$ cat src/rtl/hazard_pkg.sv
// Shared encodings for the multi-cycle hazard controller: forwarding classes,
// opcode and branch-outcome constants, and the stall FSM state type.
package hazard_pkg;

    localparam logic [1:0] NO_FW          = 2'b00;
    localparam logic [1:0] WB_FW          = 2'b01;
    localparam logic [1:0] MEM_FW         = 2'b10;
    localparam logic [6:0] OPC_LOAD       = 7'b0000011;
    localparam logic [1:0] BR_NO_REDIRECT = 2'b01;
    localparam int         LU_CNT_W       = 3;

    typedef enum logic [0:0] {
        RUN      = 1'b0,
        LU_STALL = 1'b1
    } hz_state_t;

endpackage

$ cat src/rtl/hazard_ctrl_mc_sat_counter.sv
// Saturating event counter: counts inc pulses and sticks at all-ones.
module sat_counter #(
    parameter int CNT_WIDTH = 16
) (
    input  logic                 clk,
    input  logic                 rst,
    input  logic                 inc,
    output logic [CNT_WIDTH-1:0] count
);

    localparam logic [CNT_WIDTH-1:0] CNT_ONE = {{(CNT_WIDTH-1){1'b0}}, 1'b1};
    localparam logic [CNT_WIDTH-1:0] CNT_MAX = {CNT_WIDTH{1'b1}};

    logic [CNT_WIDTH-1:0] count_r;

    // Count register with saturation at the maximum value.
    always_ff @(posedge clk) begin
        if (rst) begin
            count_r <= {CNT_WIDTH{1'b0}};
        end else if (inc && (count_r != CNT_MAX)) begin
            count_r <= count_r + CNT_ONE;
        end else begin
            count_r <= count_r;
        end
    end

    assign count = count_r;

endmodule

$ cat src/rtl/hazard_ctrl_mc.sv
// Multi-cycle hazard/stall controller for the 5-stage pipeline: load-use
// bubbles, data-memory wait freeze, branch redirect flush and perf counters.
module hazard_ctrl_mc
    import hazard_pkg::*;
#(
    parameter int WIDTH_DATA_LENGTH = 32,
    parameter int LU_STALL_CYCLES   = 1,
    parameter int BR_FLUSH_STAGES   = 1,
    parameter int CNT_WIDTH         = 16
) (
    input  logic                         clk,
    input  logic                         rst,
    input  logic [WIDTH_DATA_LENGTH-1:0] Inst_EX,
    input  logic [1:0]                   Fw_Detected,
    input  logic                         Br_Detected,
    input  logic [1:0]                   Br_result,
    input  logic                         Dmem_Req,
    input  logic                         Dmem_Ready,
    output logic                         PC_Fetch_EN,
    output logic                         FE_DE_Reg_EN,
    output logic                         DE_EX_Reg_EN,
    output logic                         EX_MEM_Reg_EN,
    output logic                         FE_DE_Reg_RST,
    output logic                         DE_EX_Reg_RST,
    output logic                         EX_MEM_Reg_RST,
    output logic                         MEM_WB_Reg_RST,
    output logic                         Stall_Detected,
    output logic [CNT_WIDTH-1:0]         Stall_Cnt,
    output logic [CNT_WIDTH-1:0]         Flush_Cnt
);

    localparam logic [LU_CNT_W-1:0] LU_RELOAD = LU_CNT_W'(LU_STALL_CYCLES - 1);
    localparam logic [LU_CNT_W-1:0] LU_ONE    = {{(LU_CNT_W-1){1'b0}}, 1'b1};

    hz_state_t           state_r, state_nxt_s;
    logic [LU_CNT_W-1:0] bub_cnt_r, bub_cnt_nxt_s;

    logic load_s, lu_hazard_s, mem_wait_s, redirect_s;
    logic pc_en_s, fe_de_en_s, de_ex_en_s, ex_mem_en_s;
    logic fe_de_rst_s, de_ex_rst_s, ex_mem_rst_s, mem_wb_rst_s;
    logic stall_s, flush_evt_s;
    logic unused_inst_s;

    assign load_s        = (Inst_EX[6:0] == OPC_LOAD);
    assign lu_hazard_s   = load_s && (Fw_Detected == MEM_FW);
    assign mem_wait_s    = Dmem_Req && !Dmem_Ready;
    assign redirect_s    = Br_Detected && (Br_result != BR_NO_REDIRECT);
    assign unused_inst_s = ^Inst_EX[WIDTH_DATA_LENGTH-1:7];

    // FSM state and bubble counter register.
    always_ff @(posedge clk) begin
        if (rst) begin
            state_r   <= RUN;
            bub_cnt_r <= {LU_CNT_W{1'b0}};
        end else begin
            state_r   <= state_nxt_s;
            bub_cnt_r <= bub_cnt_nxt_s;
        end
    end

    // Next-state and control-output decode; mem_wait outranks load-use, which outranks redirect.
    always_comb begin
        state_nxt_s   = state_r;
        bub_cnt_nxt_s = bub_cnt_r;
        pc_en_s       = 1'b1;
        fe_de_en_s    = 1'b1;
        de_ex_en_s    = 1'b1;
        ex_mem_en_s   = 1'b1;
        fe_de_rst_s   = 1'b0;
        de_ex_rst_s   = 1'b0;
        ex_mem_rst_s  = 1'b0;
        mem_wb_rst_s  = 1'b0;
        stall_s       = 1'b0;
        flush_evt_s   = 1'b0;
        if (rst) begin
            state_nxt_s   = RUN;
            bub_cnt_nxt_s = {LU_CNT_W{1'b0}};
        end else if (mem_wait_s) begin
            pc_en_s      = 1'b0;
            fe_de_en_s   = 1'b0;
            de_ex_en_s   = 1'b0;
            ex_mem_en_s  = 1'b0;
            mem_wb_rst_s = 1'b1;
            stall_s      = 1'b1;
        end else begin
            case (state_r)
                LU_STALL: begin
                    pc_en_s       = 1'b0;
                    fe_de_en_s    = 1'b0;
                    de_ex_en_s    = 1'b0;
                    ex_mem_rst_s  = 1'b1;
                    stall_s       = 1'b1;
                    bub_cnt_nxt_s = bub_cnt_r - LU_ONE;
                    if (bub_cnt_r == LU_ONE) begin
                        state_nxt_s = RUN;
                    end else begin
                        state_nxt_s = LU_STALL;
                    end
                end
                RUN: begin
                    if (lu_hazard_s) begin
                        pc_en_s      = 1'b0;
                        fe_de_en_s   = 1'b0;
                        de_ex_en_s   = 1'b0;
                        ex_mem_rst_s = 1'b1;
                        stall_s      = 1'b1;
                        if (LU_STALL_CYCLES > 1) begin
                            state_nxt_s   = LU_STALL;
                            bub_cnt_nxt_s = LU_RELOAD;
                        end else begin
                            state_nxt_s = RUN;
                        end
                    end else if (redirect_s) begin
                        de_ex_rst_s = 1'b1;
                        fe_de_rst_s = (BR_FLUSH_STAGES == 2);
                        flush_evt_s = 1'b1;
                    end else begin
                        state_nxt_s = RUN;
                    end
                end
                default: begin
                    state_nxt_s   = RUN;
                    bub_cnt_nxt_s = {LU_CNT_W{1'b0}};
                end
            endcase
        end
    end

    assign PC_Fetch_EN    = pc_en_s;
    assign FE_DE_Reg_EN   = fe_de_en_s;
    assign DE_EX_Reg_EN   = de_ex_en_s;
    assign EX_MEM_Reg_EN  = ex_mem_en_s;
    assign FE_DE_Reg_RST  = fe_de_rst_s;
    assign DE_EX_Reg_RST  = de_ex_rst_s;
    assign EX_MEM_Reg_RST = ex_mem_rst_s;
    assign MEM_WB_Reg_RST = mem_wb_rst_s;
    assign Stall_Detected = stall_s;

    sat_counter #(.CNT_WIDTH(CNT_WIDTH)) u_stall_cnt (
        .clk   (clk),
        .rst   (rst),
        .inc   (stall_s),
        .count (Stall_Cnt)
    );

    sat_counter #(.CNT_WIDTH(CNT_WIDTH)) u_flush_cnt (
        .clk   (clk),
        .rst   (rst),
        .inc   (flush_evt_s),
        .count (Flush_Cnt)
    );

endmodule

$ cat config.mk
export PLATFORM = sky130hd
export DESIGN_NAME = hazard_ctrl_mc
export DESIGN_NICKNAME = d
export VERILOG_FILES = /design/src/rtl/hazard_pkg.sv /design/src/rtl/hazard_ctrl_mc_sat_counter.sv /design/src/rtl/hazard_ctrl_mc.sv
export SDC_FILE = /design/constraint.sdc
export NUM_CORES = 1
export LEC_CHECK = 0
export ABC_AREA = 0
export CAP_MARGIN = 20
export CELL_PAD_IN_SITES_DETAIL_PLACEMENT = 1
export CELL_PAD_IN_SITES_GLOBAL_PLACEMENT = 2
export CORE_AREA = 2 2 76 114
export DETAILED_ROUTE_END_ITERATION = 16
export DIE_AREA = 0 0 78 116
export PLACE_DENSITY = 0.87
export SLEW_MARGIN = 30
export SYNTH_ARGS = -nofsm -noshare
export SYNTH_HDL_FRONTEND = slang
export SYNTH_SLANG_ARGS = --single-unit
$ cat constraint.sdc
create_clock -name clk -period 6.05 [get_ports clk]
set_clock_uncertainty 0.1 [all_clocks]
set_input_delay 1.5125 -clock clk [delete_from_list [all_inputs] [get_ports clk]]
set_output_delay 1.5125 -clock clk [all_outputs]
set_load 0.01 [all_outputs]
==> metrics <==
pre-CTS WS between 0.5 and 0.6 ns; syn nets roughly 270; total grt overflow 0; worst-path cell chain clkdlybuf4s50_1, or4b_1, o41a_1, a21o_1, inv_1, clkdlybuf4s50_1; area grow syn2layout 40.32%; Hold/Removal Path Class reg2reg; Worst Hold Depth 2; Worst path depth 6; CTS tree yes; routability cong. 0.8102; Final Setup Violations 0; # rows 40; drt pass-1 iters 4; vias in the first global route about 2100; initial antenna violation count 0; netlist area before placement between 0.0015 and 0.002 mm^2; CP Max Fanout 5; Crit path max-delay family buffers and inverters; ys flop type dfxtp_1; Post-CTS Resized 0; CP max stage delay roughly 0.55 ns; final std cells w/o fill 388; Peak supply drop 0.00008360 V; clk_lat worst skew between 0.2 and 0.3 ns; Reg area just over 700 um^2; total power about 0.52 mW; reg2reg setup slack 3.88 ns; worst r2r path cells 6; postcts setup bufs 0; Startpoint Class input port; first-pass GRT wire length ~10 mm; sequential share of the synthesized area between 30 and 40%; Crit path arrival time 3.82 ns; # Max-Cap Violations 0; status finished, final reports clean; WL/cell roughly 15 um; R2R Path End u_flush_cnt.count[6]; slowest CP cell or4b_1; Final Cycle Share between 80% and 90%; core area ~0.008 mm^2; synthesis-stage register bit count 36; crit path to Stall_Detected; htree depth 2; worst-margin pin slew approximately 0.62 ns; hold buffer count at cts 0; Post-synth ARST share 0%; CTS sink count 36; Post-synth EDFFs 0; DIE HEIGHT roughly 120 um; initial DRC count 43; Final ANT Viol Nets 0; DRC viols 0; Slew headroom around 59%; filler instances around 950; crit end category primary output; CTS Buffer Depth 2; Placed Instances around 380; pwr dens about 190 mW/mm^2; GRT Total Usage between 10% and 20%; I/O pins around 80; Critical Path Source Inst_EX[4]; cell mode on critical path clkdlybuf4s50_1; Required @ worst endpoint roughly 4.4 ns; Syn Area/Cell about 8.5 um^2; unrepaired setup endpoints after global routing no; # port buffers 55; clk root buf clkbuf_16; leakage around 0.9 nW; f_max about 0.18 GHz; Tmin final 5.435 ns; largest net degree at the start of global routing between 40 and 50; multi-input gate area in the final layout about 0.0011 mm^2; dpl hpwl approximately 4.4 mm; Die W 78 um; antenna fix cells 0; routed wire length 5.851 mm; reg2reg start u_flush_cnt.count[0]; max-slew violations 0; yosys warns 0; Final #Nets 328; Crit path buffers/inverters 3; vias 1963; die area 0.009048 mm^2; endpoints failing hold 0; layout cells sized above 1 roughly 5.7%; CTS Buf Count 5; Vias/cell approximately 5.1; type of the worst setup path in2out; post-route setup TNS 0 ns; Starting Density 24.30%; Final WS setup roughly 0.61 ns; Netlist cell types 46; Post-Synthesis Cells roughly 230; Clock Pin Slew Worst Setup and Hold Paths 0.06 ns
report_power, final:
group	switching (mW)	total [mW]	internal (mW)
clock network	0.0949	0.245	0.150
registers	0.00186	0.240	0.238
logic	0.0180	0.0368	0.0187
worst min-delay path by stage:
stage	from	endpoint	slack [ns]
after global placement	bub_cnt_r[2]	state_r	0.38
after floorplan	bub_cnt_r[2]	state_r	0.35
after global routing	bub_cnt_r[2]	state_r	0.41
after detailed placement	bub_cnt_r[2]	state_r	0.39
final	bub_cnt_r[2]	state_r	0.39
after CTS	bub_cnt_r[2]	state_r	0.40
area by class of cell:
type | instances | share of cell area, %
well taps | 105 | 4.812
multi-input cells | 169 | 41.11
clock inverters | 1 | 0.1833
repair buffers | 58 | 20.99
clock buffers | 6 | 4.720
inverters | 13 | 1.787
flip-flops and latches | 36 | 26.40
worst min-delay path: cells and delay by family (launching register included):
family / cells / cell delay (ns)
compound gates: 1 / 0.07
buf+inv: 1 / 0.06
flops: 1 / 0.32
metrics by stage:
step / util, % / hold slack (ns) / instance area [um^2]
3_3_place_gp: 32.42 / 0.3767 / 2596
6_report: 34.09 / 0.3880 / 2730
3_5_place_dp: 32.42 / 0.3909 / 2596
4_1_cts: 34.09 / 0.3974 / 2730
2_1_floorplan: - / 0.3520 / 1946
5_1_grt: 34.09 / 0.4109 / 2730
flip-flops by register name, indices dropped and copies added, names as in the netlist:
register	flops
u_stall_cnt.count	16
bub_cnt_r	3
u_flush_cnt.count	16
state_r	1
logic make-up (layout without fill, tap and decap cells):
| kind of cell | after synthesis | in the layout | synth area share [%] |
|---|---|---|---|
| fa+ha+maj | 4 | 4 | 2.572 |
| xor+xnor | 8 | 8 | 3.601 |
| simple gates | 101 | 101 | 29.20 |
| mux | 8 | 8 | 4.309 |
| flops | 36 | 36 | 37.04 |
| buf+inv | 24 | 78 | 5.273 |
| other cells | 1 | 1 | 0.1927 |
| compound gates | 47 | 47 | 17.81 |
metal layers:
| layer | vias up | routed length (um) | GRT usage (%) |
|---|---|---|---|
| met5 | - | 0 | 0 |
| met4 | 0 | 90 | 4.795 |
| met3 | 8 | 127 | 1.713 |
| met2 | 36 | 3277 | 26.55 |
| met1 | 953 | 2356 | 15.25 |
| li1 | 966 | - | - |
cell usage after synthesis, types with 4 or more instances:
| library cell | instances | area [um^2] |
|---|---|---|
| nor3_1 | 5 | 25.02 |
| o31ai_1 | 5 | 37.54 |
| nand4_1 | 15 | 93.84 |
| o41ai_1 | 4 | 35.03 |
| nor2_1 | 11 | 41.29 |
| clkbuf_1 | 6 | 22.52 |
| nand3_1 | 16 | 80.08 |
| a311oi_1 | 4 | 35.03 |
| nor2b_1 | 6 | 37.54 |
| mux2i_1 | 5 | 50.05 |
| ha_1 | 4 | 50.05 |
| and4_1 | 4 | 35.03 |
| or3_1 | 5 | 31.28 |
| o21ai_0 | 4 | 20.02 |
| a21oi_1 | 16 | 80.08 |
| dfxtp_1 | 36 | 720.7 |
| nand2_1 | 15 | 56.30 |
| inv_1 | 13 | 48.80 |
| xor2_1 | 6 | 52.55 |
| or4_1 | 6 | 45.04 |
cells in the final DEF, fill, tap and decap left out, drive strengths merged, types with 2 or more instances in the layout:
cell / instances
nor2b: 6
a2111oi: 2
and2: 2
nand3b: 3
or2: 2
a211oi: 3
o21ai: 4
mux2i: 5
nand4: 15
clkdlybuf4s50: 55
mux2: 3
a31oi: 2
ha: 4
inv: 13
and3: 3
nor2: 11
o31ai: 5
nor4: 3
a311oi: 4
dfxtp: 36
xor2: 6
a21oi: 16
nand3: 16
and4: 4
o41ai: 4
nand2b: 3
or4: 6
nand2: 15
or3: 5
xnor2: 2
nor3: 5
buf: 3
clkbuf: 6
Note: power is estimated with default switching activity, not from simulation.
